[config.mk]
export PLATFORM = sky130hd
export DESIGN_NAME = video_timing_gen
export DESIGN_NICKNAME = d
export VERILOG_FILES = /design/src/rtl/video_timing_gen.sv
export SDC_FILE = /design/constraint.sdc
export NUM_CORES = 1
export LEC_CHECK = 0
export CORE_MARGIN = 5
export CORE_UTILIZATION = 45
export CTS_CLUSTER_DIAMETER = 200
export DETAILED_ROUTE_END_ITERATION = 7
export HOLD_SLACK_MARGIN = 0.1
export PLACE_DENSITY = 0.88
export SLEW_MARGIN = 10
export SYNTH_ARGS = -nofsm -noshare
export SYNTH_HDL_FRONTEND = slang
export SYNTH_SLANG_ARGS = --single-unit
[constraint.sdc]
create_clock -name i_pixel_clk -period 4 [get_ports i_pixel_clk]
set_input_delay 0.6 -clock i_pixel_clk [delete_from_list [all_inputs] [get_ports i_pixel_clk]]
set_output_delay 0.6 -clock i_pixel_clk [all_outputs]
set_load 0.01 [all_outputs]
[src/rtl/video_timing_gen.sv]
// video_timing_gen: raster timing engine driving HS/VS/BLANK/CLK/RGB and popping a show-ahead pixel FIFO.
// Latency: HS/VS/BLANK/RGB are registered one cycle after the counter value they decode; fifo_rd is combinational.
// Backpressure: none, because timing never stalls. An empty FIFO in the active area gives a black pixel and sets sticky underflow.
// Optional feature: define VTG_FRAME_CNT_EN to add the o_frame_cnt output.
module video_timing_gen #(
  parameter int HDISP  = 800,
  parameter int VDISP  = 480,
  parameter int HFP    = 40,
  parameter int HPULSE = 48,
  parameter int HBP    = 40,
  parameter int VFP    = 13,
  parameter int VPULSE = 3,
  parameter int VBP    = 29
) (
  input  logic        i_pixel_clk,
  input  logic        i_pixel_rst,
  input  logic [23:0] i_fifo_rdata,
  input  logic        i_fifo_empty,
  input  logic        i_fifo_almost_full,
  output logic        o_fifo_rd,
  output logic        o_vid_clk,
  output logic        o_vid_hs,
  output logic        o_vid_vs,
  output logic        o_vid_blank,
  output logic [23:0] o_vid_rgb,
  output logic        o_underflow
`ifdef VTG_FRAME_CNT_EN
  ,
  output logic [15:0] o_frame_cnt
`endif
);

  localparam int HTOTAL = HDISP + HFP + HPULSE + HBP;
  localparam int VTOTAL = VDISP + VFP + VPULSE + VBP;
  localparam int HW     = $clog2(HTOTAL);
  localparam int VW     = $clog2(VTOTAL);

  // Inclusive bounds, so no constant ever needs to hold HTOTAL itself.
  localparam logic [HW-1:0] H_LAST       = HW'(HTOTAL - 1);
  localparam logic [HW-1:0] H_ACT_LAST   = HW'(HDISP - 1);
  localparam logic [HW-1:0] H_SYNC_FIRST = HW'(HDISP + HFP);
  localparam logic [HW-1:0] H_SYNC_LAST  = HW'(HDISP + HFP + HPULSE - 1);
  localparam logic [VW-1:0] V_LAST       = VW'(VTOTAL - 1);
  localparam logic [VW-1:0] V_ACT_LAST   = VW'(VDISP - 1);
  localparam logic [VW-1:0] V_SYNC_FIRST = VW'(VDISP + VFP);
  localparam logic [VW-1:0] V_SYNC_LAST  = VW'(VDISP + VFP + VPULSE - 1);

  typedef enum logic {
    S_WAIT = 1'b0,
    S_RUN  = 1'b1
  } state_t;

  state_t        r_state;
  logic [HW-1:0] r_hcnt;
  logic [VW-1:0] r_vcnt;
  logic          r_hs;
  logic          r_vs;
  logic          r_blank;
  logic [23:0]   r_rgb;
  logic          r_underflow;

  logic w_h_last;
  logic w_v_last;
  logic w_frame_last;
  logic w_act;
  logic w_hs_on;
  logic w_vs_on;

  assign w_h_last     = (r_hcnt == H_LAST);
  assign w_v_last     = (r_vcnt == V_LAST);
  assign w_frame_last = w_h_last && w_v_last;
  assign w_act        = (r_hcnt <= H_ACT_LAST) && (r_vcnt <= V_ACT_LAST);
  assign w_hs_on      = (r_hcnt >= H_SYNC_FIRST) && (r_hcnt <= H_SYNC_LAST);
  assign w_vs_on      = (r_vcnt >= V_SYNC_FIRST) && (r_vcnt <= V_SYNC_LAST);

  // Pop the FIFO head for every active pixel once synced. Reset gates it at once.
  assign o_fifo_rd = (r_state == S_RUN) && w_act && !i_pixel_rst;

  assign o_vid_clk   = i_pixel_clk;
  assign o_vid_hs    = r_hs;
  assign o_vid_vs    = r_vs;
  assign o_vid_blank = r_blank;
  assign o_vid_rgb   = r_rgb;
  assign o_underflow = r_underflow;

  // Free-running raster position: hcnt every cycle, vcnt on each hcnt wrap
  always_ff @(posedge i_pixel_clk) begin
    if (i_pixel_rst) begin
      r_hcnt <= '0;
      r_vcnt <= '0;
    end else if (w_h_last) begin
      r_hcnt <= '0;
      r_vcnt <= w_v_last ? '0 : r_vcnt + 1'b1;
    end else begin
      r_hcnt <= r_hcnt + 1'b1;
    end
  end

  // Sync FSM plus registered video outputs decoded from the current raster position
  always_ff @(posedge i_pixel_clk) begin
    if (i_pixel_rst) begin
      r_state     <= S_WAIT;
      r_hs        <= 1'b1;
      r_vs        <= 1'b1;
      r_blank     <= 1'b0;
      r_rgb       <= '0;
      r_underflow <= 1'b0;
    end else begin
      r_hs    <= ~w_hs_on;
      r_vs    <= ~w_vs_on;
      r_blank <= w_act;
      r_rgb   <= '0;
      case (r_state)
        // Start on the last pixel of a frame, so the first pop lands on (0,0).
        S_WAIT: begin
          if (w_frame_last && i_fifo_almost_full) begin
            r_state <= S_RUN;
          end
        end
        // A missing pixel is shown black and never retried. Timing keeps going.
        S_RUN: begin
          if (w_act && !i_fifo_empty) begin
            r_rgb <= i_fifo_rdata;
          end
          if (w_act && i_fifo_empty) begin
            r_underflow <= 1'b1;
          end
        end
        default: r_state <= S_WAIT;
      endcase
    end
  end

`ifdef VTG_FRAME_CNT_EN
  logic [15:0] r_frame_cnt;

  assign o_frame_cnt = r_frame_cnt;

  // Count completed frames in either state; wraps naturally at 16 bits
  always_ff @(posedge i_pixel_clk) begin
    if (i_pixel_rst) begin
      r_frame_cnt <= '0;
    end else if (w_frame_last) begin
      r_frame_cnt <= r_frame_cnt + 16'd1;
    end
  end
`endif

endmodule
# Yosys cells after proc, flatten, opt, wreduce, memory -nomap -nowiden
# Index checks and enable logic that the tools add are counted.
# Widths: inputs -> output; s select.
[totals] ff_bits=49 latch_bits=0 ram_bits=0 mem_bits_ro=0 inputBits=28 elab_cells=39 memories=0
[classes] n_addsub=2 n_mul=0 div_mod_pow=0 magnitude_cmp=6 n_eq_ne=2 shift=0 n_mux=3 bitwise=4 reduce_logical=14
[op_table] cell="$add 10x1->10 const B" count=2
[op_table] cell="$eq 10x10->1 const B" count=2
[op_table] cell="$le 10x10->1 const B" count=2
[op_table] cell="$le 10x9->1 const B" count=2
[op_table] cell="$ge 10x10->1 const B" count=1
[op_table] cell="$ge 10x9->1 const B" count=1
[op_table] cell="$mux 10" count=1
[op_table] cell="$logic_and 1x1->1" count=9
[op_table] cell="$not 1->1" count=4
[op_table] cell="$reduce_or 3->1" count=1
[op_table] cell="$logic_not 1->1" count=2
[op_table] cell="$mux 1" count=2
[op_table] cell="$reduce_and 2->1" count=1
[op_table] cell="$reduce_or 2->1" count=1

# Logic depth before layout (Yosys ltp)
# Gate-level depths: netlist of run 1.
[depth] depth_word=5 mapped_depth=8 ltp_nobuf=6

==> flow_summary_export.csv, run 1 <==
group,metric,value,unit
timing,fin_skew,0.00661,ns
finish,final_nets,275,
route,first_pass_iters,4,
worst_hold_path,worstHoldPathType,"flop to flop",
finish,area.growth.synth_to_final,37.0,%
setup_path,r2r-start,"r_hcnt[0]",
synthesis,postSynth.asyncResetShare,0,%
placement,gp_congestion,0.793,
clock_network,hold_buffers,0,
synthesis,ys_types,33,
synthesis,synth_edf_count,0,
power,power,0.000914,W
setup_path,cpMostUsedCell,"clkbuf_8",
global_route,grt_usage,16.2,%
timing,rsz0062_at_grt,"false",
clock_network,path_clk_slew,0.08,ns
floorplan,dieHeight,74.1,microns
setup_path,critPathMaxStageDelay,0.47,ns
clock_network,cts_tree,"yes",
flow_run,maxCapViolCount,0,
route,totalWireLength,4120,microns
route,routed_via_density,4.94,
power,power_density,361,nW/um^2
power,swShare,21.0,%
finish,fin_cells,292,
synthesis,synth_common_cells,"dfxtp_1 (49), and2_1 (26), nor2_1 (23)",
status,run_status,"completed",
floorplan,design.core.area,4000,sq um
floorplan,chipWidth,74.1,microns
floorplan,dieArea,5490,sq um
power,p_comb_share,4.2,%
setup_path,cp_max_fo,2,
finish,diodes,0,
synthesis,yosys.area.top_type_share,53.0,%
floorplan,start_util,46.3,%
timing,slew_violations,0,
route,drt_iter0_markers,52,
global_route,grt_max_degree,25,
timing,tns,0,ns
floorplan,num_io_pins,58,
synthesis,syn-instance-count,182,
synthesis,syn-cell-area,1850,sq um
timing,setup_violations,0,
placement,port_buffers,57,
placement,dp.cells,281,
synthesis,yosysMostFrequentCell,"dfxtp_1",
clock_network,insertion_delay,0.41,ns
global_route,grt_pass1_vias,1450,
floorplan,num_rows,23,
power,leakagePower,0.972,nW
setup_path,crit_chain,"clkbuf_8 -> clkbuf_8 -> clkdlybuf4s50_1",
power,p_int,0.000722,W
setup_path,crit_buf_inv,3,
setup_path,crit_required,3.40,ns
synthesis,syn_nets,216,
synthesis,synth_warnings,0,
route,vias,1442,
setup_path,start_kind,"clock port",
power,peakVddDrop,141,uV
setup_path,worst_setup_path_end_kind,"output pin",
finish,drive_gt1_share,4.96,%
timing,relSlewSlack,73.8,%
route,wl_per_cell,14.1,microns
setup_path,cp-startpoint,"i_pixel_clk",
timing,hold_viol_final,0,
clock_network,post-cts-setup-buffers,0,
clock_network,cts_resized,0,
setup_path,cp.arrival,2.69,ns
global_route,grt-ovfl-total,0,
placement,hpwl,2960,microns
synthesis,synth_area_leaders,"dfxtp_1 (53%), and2_1 (8.8%), nor2_1 (4.7%), ha_1 (4.1%), xor2_1 (3.3%)",
route,antenna_left,0,
power,p_switching,0.000192,W
global_route,grt_pass1_wl,6660,microns
setup_path,worst-setup-path-type,"clock port to output pin",
power,clkPwrFrac,41.8,%
timing,tightest_slew,0.393,ns
setup_path,cpLargestDelayFamily,"buffers and inverters",
worst_hold_path,worst_hold_startpoint,"r_hcnt[0]",
synthesis,yosysSeqAreaShare,53.0,%
global_route,grt_antenna_before_repair,0,
synthesis,syn_avg_cell_area,10.2,sq um
synthesis,synth_ff_type,"dfxtp_1",
route,drc,0,
setup_path,crit_path_top_delay_cell,"clkdlybuf4s50_1",
synthesis,yosys.area.top_type,"dfxtp_1",
power,p_seq_share,54.0,%
synthesis,synth_seq_cells,49,
[worst reg2reg max path, stage by stage (launching register included)]
cell     delay, ns
dfxtp_1       0.40
ha_1          0.23
and4_1        0.33
and3_1        0.33
a31o_1        0.43
nor2_1        0.09
[state kept, by name, indices dropped and copies added (netlist names)]
name	flops
o_vid_hs	1
o_underflow	1
o_vid_blank	1
r_hcnt	10
o_vid_vs	1
r_vcnt	10
r_state	1
o_vid_rgb	24
[logic make-up after synthesis]
kind of cell,count (synthesis),share of synthesized area [%]
fa+ha+maj,6,4.06
buf+inv,14,5.21
xor+xnor,13,6.15
flops,49,53.0
mux,1,0.541
compound gates,13,4.33
simple gates,86,26.7
[power groups by stage]
stage / Clock (W) / Combinational (W) / Sequential (W)
floorplan: 0.0000206 / 0.0000108 / 0.000505
global placement: 0.0000254 / 0.0000370 / 0.000505
detailed placement: 0.0000254 / 0.0000384 / 0.000505
CTS: 0.000391 / 0.0000390 / 0.000493
global route: 0.000411 / 0.0000426 / 0.000494
finish: 0.000382 / 0.0000388 / 0.000493
[path summary, 6_finish.rpt]
| check | to | slack, ns | cells after the start |
|---|---|---|---|
| max | o_vid_clk | 0.71 | 3 |
| min | r_hcnt[0] | 0.49 | 1 |
| max reg2reg | r_vcnt[2] | 2.08 | 5 |
| min reg2reg | r_hcnt[0] | 0.49 | 1 |
[cell usage in the layout (no fill, tap or decap), types with 4 or more instances in the layout]
cell type,n
or3_1,4
xnor2_1,6
inv_1,6
nand4_1,8
clkdlybuf4s50_1,57
nand2_1,7
xor2_1,7
clkbuf_8,8
dfxtp_1,49
o21ai_0,5
and2_1,26
ha_1,6
nor2_1,23
a21oi_1,4
[routing by layer]
layer | wire, microns | track usage, % | vias to the layer above
li1 | - | - | 721
met1 | 1680 | 17.6 | 657
met2 | 1970 | 28.6 | 56
met3 | 410 | 5.54 | 8
met4 | 63 | 7.04 | 0
met5 | 0 | 0 | -
[layout make-up]
class / count / area [sq um]
clock buffers: 11 / 128
clock inverters: 1 / 7.51
fillers: 323 / 1470
inverters: 6 / 22.5
multi-input cells: 119 / 773
flip-flops and latches: 49 / 981
well taps: 50 / 62.6
repair buffers: 56 / 561
[stage by stage]
stage | utilization (%) | cell area, sq um | worst slack [ns] | hold slack [ns]
floorplan | - | 1850 | 1.28 | 0.441
global placement | 60.2 | 2410 | 0.951 | 0.461
detailed placement | 60.2 | 2410 | 0.951 | 0.481
CTS | 63.4 | 2530 | 0.699 | 0.501
global route | 63.4 | 2530 | 0.694 | 0.522
finish | 63.4 | 2530 | 0.709 | 0.490
No activity file was read; power rests on OpenSTA's default activity.
==> run 2: changes to the inputs <==
--- a/config.mk
+++ b/config.mk
@@ -6,11 +6,11 @@
 export NUM_CORES = 1
 export LEC_CHECK = 0
 export CORE_MARGIN = 5
-export CORE_UTILIZATION = 45
+export CORE_UTILIZATION = 41
 export CTS_CLUSTER_DIAMETER = 200
 export DETAILED_ROUTE_END_ITERATION = 7
 export HOLD_SLACK_MARGIN = 0.1
-export PLACE_DENSITY = 0.88
+export PLACE_DENSITY = 0.85
 export SLEW_MARGIN = 10
 export SYNTH_ARGS = -nofsm -noshare
 export SYNTH_HDL_FRONTEND = slang
==> constraint.sdc (replaced) <==
create_clock -name i_pixel_clk -period 2.8 [get_ports i_pixel_clk]
set_input_delay 0.42 -clock i_pixel_clk [delete_from_list [all_inputs] [get_ports i_pixel_clk]]
set_output_delay 0.42 -clock i_pixel_clk [all_outputs]
set_load 0.01 [all_outputs]
==> run 2 against run 1 <==
  * Sequential share of layout area is 0.13 points lower
  * Utilization down 5.0 points
  * Non-clock buffer count did not move
  * Clock skew is essentially flat
  * Worst hold slack lost 0.0023 ns
  * Critical path type unchanged
==> flow_summary_export.csv, run 2 (same netlist as run 1, synthesis figures left out) <==
group,metric,value,unit
power,leakagePower,0.978,nW
floorplan,num_io_pins,58,
timing,hold_viol_final,0,
clock_network,path_clk_slew,0.09,ns
setup_path,start_kind,"clock port",
worst_hold_path,worstHoldPathType,"flop to flop",
global_route,grt_usage,13.8,%
finish,diodes,0,
route,antenna_left,0,
setup_path,critPathMaxStageDelay,0.47,ns
finish,largest_reg_flops,24,
setup_path,worst-setup-path-type,"clock port to output pin",
setup_path,cpLargestDelayFamily,"buffers and inverters",
global_route,grt_antenna_before_repair,0,
clock_network,hold_buffers,0,
setup_path,cp.arrival,2.09,ns
setup_path,crit_buf_inv,3,
placement,hpwl,2830,microns
power,power,0.00133,W
setup_path,cpMostUsedCell,"clkbuf_8",
route,first_pass_iters,4,
floorplan,start_util,42.5,%
route,vias,1414,
finish,final_nets,275,
timing,relSlewSlack,76.1,%
setup_path,cp_max_fo,2,
timing,tns,0,ns
setup_path,worst_setup_path_end_kind,"output pin",
floorplan,design.core.area,4350,sq um
timing,setup_violations,0,
setup_path,crit_required,2.38,ns
placement,port_buffers,57,
finish,final_common_cell,"clkdlybuf4s50_1",
timing,rsz0062_at_grt,"false",
floorplan,num_rows,24,
finish,area.growth.synth_to_final,37.5,%
floorplan,dieArea,5960,sq um
clock_network,insertion_delay,0.41,ns
floorplan,dieHeight,77.2,microns
status,run_status,"completed",
floorplan,chipWidth,77.2,microns
clock_network,post-cts-setup-buffers,0,
global_route,grt_pass1_vias,1394,
clock_network,cts_resized,0,
timing,whs,0.488,ns
placement,gp_congestion,0.793,
global_route,grt_max_degree,25,
finish,fin_cells,294,
power,peakVddDrop,274,uV
route,wl_per_cell,13.0,microns
setup_path,crit_path_top_delay_cell,"clkdlybuf4s50_1",
route,drt_iter0_markers,40,
flow_run,maxCapViolCount,0,
clock_network,cts_tree,"yes",
timing,slew_violations,0,
route,totalWireLength,3830,microns
timing,tightest_slew,0.359,ns
power,power_density,522,nW/um^2
global_route,grt_pass1_wl,6320,microns
finish,layout_common_cells,"clkdlybuf4s50_1 (57), dfxtp_1 (49), and2_1 (26)",
global_route,grt-ovfl-total,0,
finish,drive_gt1_share,5.79,%
timing,fin_skew,0.00640,ns
finish,fin_util,58.4,%
route,routed_via_density,4.81,
route,drc,0,
setup_path,crit_chain,"clkbuf_8 -> clkbuf_8 -> clkdlybuf4s50_1",
placement,dp.cells,283,
==> run 2: changes by cell type in the layout (fill, tap and decap cells not counted), sizes merged <==
cell	before	now
clkbuf	10	8
clkinv	0	1
inv	6	7
==> run 2: worst paths after layout <==
kind | cells after the start | to | from | slack [ns]
max | 3 | o_vid_clk | i_pixel_clk | 0.29
min | 1 | r_hcnt[0] | r_hcnt[0] | 0.49
max reg2reg | 6 | r_vcnt[1] | r_vcnt[0] | 0.91
min reg2reg | 1 | r_hcnt[0] | r_hcnt[0] | 0.49
==> run 2: where the power goes <==
part	total, W	switching, W	internal, W
Clock	0.000567	0.000275	0.000293
Combinational	0.0000543	0.0000151	0.0000392
Sequential	0.000705	0.00000434	0.000701
Total	0.00133	0.000294	0.00103
==> run 2: final cells by class <==
cell class	count	area, sq um
multi-input combinational	119	773
clock buffer	9	120
fill	355	1810
timing repair buffer	56	561
clock inverter	3	21.3
inverter	6	22.5
tap	52	65.1
sequential	49	981
==> run 2: metrics by stage <==
stage,instance area [sq um],worst slack [ns]
finish,2540,0.286
global route,2540,0.213
CTS,2540,0.275
detailed placement,2410,0.389
global placement,2410,0.436
floorplan,1850,0.861
==> run 2: routing by layer <==
layer | global-route usage (%) | part of all wire, % | vias to the layer above
li1 | - | - | 719
met1 | 15.7 | 48 | 632
met2 | 21.0 | 42 | 57
met3 | 4.92 | 7.8 | 6
met4 | 10.1 | 2.8 | 0
met5 | 0 | 0 | -
==> run 3: changes to the inputs <==
--- a/config.mk
+++ b/config.mk
@@ -6,11 +6,11 @@
 export NUM_CORES = 1
 export LEC_CHECK = 0
 export CORE_MARGIN = 5
-export CORE_UTILIZATION = 41
+export CORE_UTILIZATION = 45
 export CTS_CLUSTER_DIAMETER = 200
 export DETAILED_ROUTE_END_ITERATION = 7
 export HOLD_SLACK_MARGIN = 0.1
-export PLACE_DENSITY = 0.85
+export PLACE_DENSITY = 0.88
 export SLEW_MARGIN = 10
 export SYNTH_ARGS = -nofsm -noshare
 export SYNTH_HDL_FRONTEND = slang
==> constraint.sdc (replaced) <==
create_clock -name i_pixel_clk -period 2.65 [get_ports i_pixel_clk]
set_input_delay 0.3975 -clock i_pixel_clk [delete_from_list [all_inputs] [get_ports i_pixel_clk]]
set_output_delay 0.3975 -clock i_pixel_clk [all_outputs]
set_load 0.01 [all_outputs]
==> run 3 against run 2 <==
  * Critical path depth is the same
  * Final cell count shrank 0.34%
  * Wire length is 1.8% higher
  * Worst hold slack got worse by 0.0078 ns
  * Combinational power increased by 8.8%
  * Design area is 1.2% higher
  * Largest cell class unchanged
  * Power is 13% higher
  * Highest routed layer unchanged
  * First-iteration DRC count increased by 110%
==> flow_summary_export.csv, run 3 (same netlist as run 1, synthesis figures left out) <==
group,metric,value,unit
status,run_status,"completed",
clock_network,insertion_delay,0.40,ns
clock_network,cts_tree,"yes",
placement,pre_cts_slack,0.422,ns
global_route,grt-ovfl-total,0,
clock_network,post-cts-setup-buffers,0,
finish,n_fill_cell,326,
timing,finalCritPeriodShare,91.5,%
clock_network,cts_resized,0,
setup_path,crit_required,2.25,ns
setup_path,cp.arrival,2.03,ns
power,clkPwrFrac,46.4,%
timing,timing.fmax,414,MHz
finish,drive_gt1_share,5.76,%
power,power_density,582,nW/um^2
global_route,grt_antenna_before_repair,0,
global_route,grt_max_degree,25,
finish,largest_reg_flops,24,
power,p_switching,0.000287,W
power,peakVddDrop,329,uV
finish,regArea,981,sq um
timing,fin_skew,0.00367,ns
power,p_seq_share,49.7,%
setup_path,crit_buf_inv,3,
floorplan,design.core.area,4000,sq um
timing,relSlewSlack,76.1,%
flow_run,maxCapViolCount,0,
setup_path,critPathMaxStageDelay,0.48,ns
floorplan,start_util,46.3,%
setup_path,worst_setup_path_end_kind,"output pin",
finish,area.growth.synth_to_final,39.1,%
timing,setup_violations,0,
setup_path,crit_path_top_delay_cell,"clkdlybuf4s50_1",
global_route,grt_pass1_vias,1315,
timing,fin_ws,0.226,ns
power,leakagePower,0.997,nW
floorplan,dieArea,5490,sq um
timing,slew_violations,0,
global_route,grt_pass1_wl,6230,microns
setup_path,cpLargestDelayFamily,"buffers and inverters",
finish,diodes,0,
power,swShare,19.2,%
route,vias,1417,
setup_path,start_kind,"clock port",
clock_network,hold_buffers,0,
placement,hpwl,2900,microns
route,totalWireLength,3900,microns
floorplan,num_rows,23,
route,drt_iter0_markers,84,
setup_path,cp_max_fo,2,
setup_path,crit_chain,"clkbuf_8 -> clkbuf_8 -> clkdlybuf4s50_1",
floorplan,dieHeight,74.1,microns
timing,hold_viol_final,0,
placement,port_buffers,57,
timing,tightest_slew,0.358,ns
finish,final_nets,276,
finish,multi_input_area,773,sq um
placement,gp_congestion,0.752,
route,drc,0,
route,first_pass_iters,4,
floorplan,num_io_pins,58,
global_route,grt_usage,15.3,%
finish,layout_common_cells,"clkdlybuf4s50_1 (57), dfxtp_1 (49), and2_1 (26)",
timing,rsz0062_at_grt,"false",
power,p_comb_share,3.9,%
route,routed_via_density,4.84,
setup_path,worst-setup-path-type,"clock port to output pin",
setup_path,cpMostUsedCell,"clkbuf_8",
worst_hold_path,worstHoldPathType,"flop to flop",
timing,tns,0,ns
route,wl_per_cell,13.3,microns
floorplan,chipWidth,74.1,microns
finish,final_common_cell,"clkdlybuf4s50_1",
route,antenna_left,0,
power,p_int,0.00121,W
timing,period_needed,2.42,ns
clock_network,path_clk_slew,0.08,ns
run 3: power by group through the flow:
stage	clock [W]	sequential, W	combinational (W)
floorplan	0.0000311	0.000762	0.0000163
global placement	0.0000384	0.000762	0.0000572
detailed placement	0.0000384	0.000762	0.0000590
CTS	0.000714	0.000745	0.0000597
global route	0.000757	0.000747	0.0000645
finish	0.000695	0.000745	0.0000591
run 3: per-stage QoR:
step	instances	cell area [sq um]	hold WS (ns)	total power (W)	utilization (%)
5_1_grt	293	2570	0.523	0.00157	64.4
2_1_floorplan	182	1850	0.441	0.000809	-
3_3_place_gp	282	2420	0.457	0.000858	60.4
6_report	293	2570	0.480	0.00150	64.4
4_1_cts	293	2570	0.490	0.00152	64.4
3_5_place_dp	282	2420	0.470	0.000860	60.4
run 3: worst paths after layout:
check / start / depth (start not counted) / slack (ns) / to
hold reg to reg: r_hcnt[0] / 1 / 0.48 / r_hcnt[0]
setup reg to reg: r_vcnt[0] / 6 / 0.76 / r_vcnt[1]
hold / removal: r_hcnt[0] / 1 / 0.48 / r_hcnt[0]
setup / recovery: i_pixel_clk / 3 / 0.23 / o_vid_clk
run 3: worst register-to-register path: cells and delay by family, from the launching register on:
kind	cells	cell delay, ns
simple gates	3	0.76
compound gates	1	0.39
flops	1	0.37
fa+ha+maj	1	0.16
buf+inv	1	0.10
run 3: metal layers:
metal,wire length (microns),track usage [%],share of wire [%],vias to the layer above
met5,0,0,0,-
met4,68,8.05,1.7,0
met3,372,6.35,9.5,5
met2,1730,22.9,44,54
li1,-,-,-,720
met1,1720,18.8,44,638
run 3: final cells by class:
cell class / count / area share (%)
sequential: 49 / 38.1
multi-input combinational: 119 / 30.0
timing repair buffer: 57 / 22.1
clock buffer: 11 / 5.34
tap: 50 / 2.43
clock inverter: 1 / 1.17
inverter: 6 / 0.875
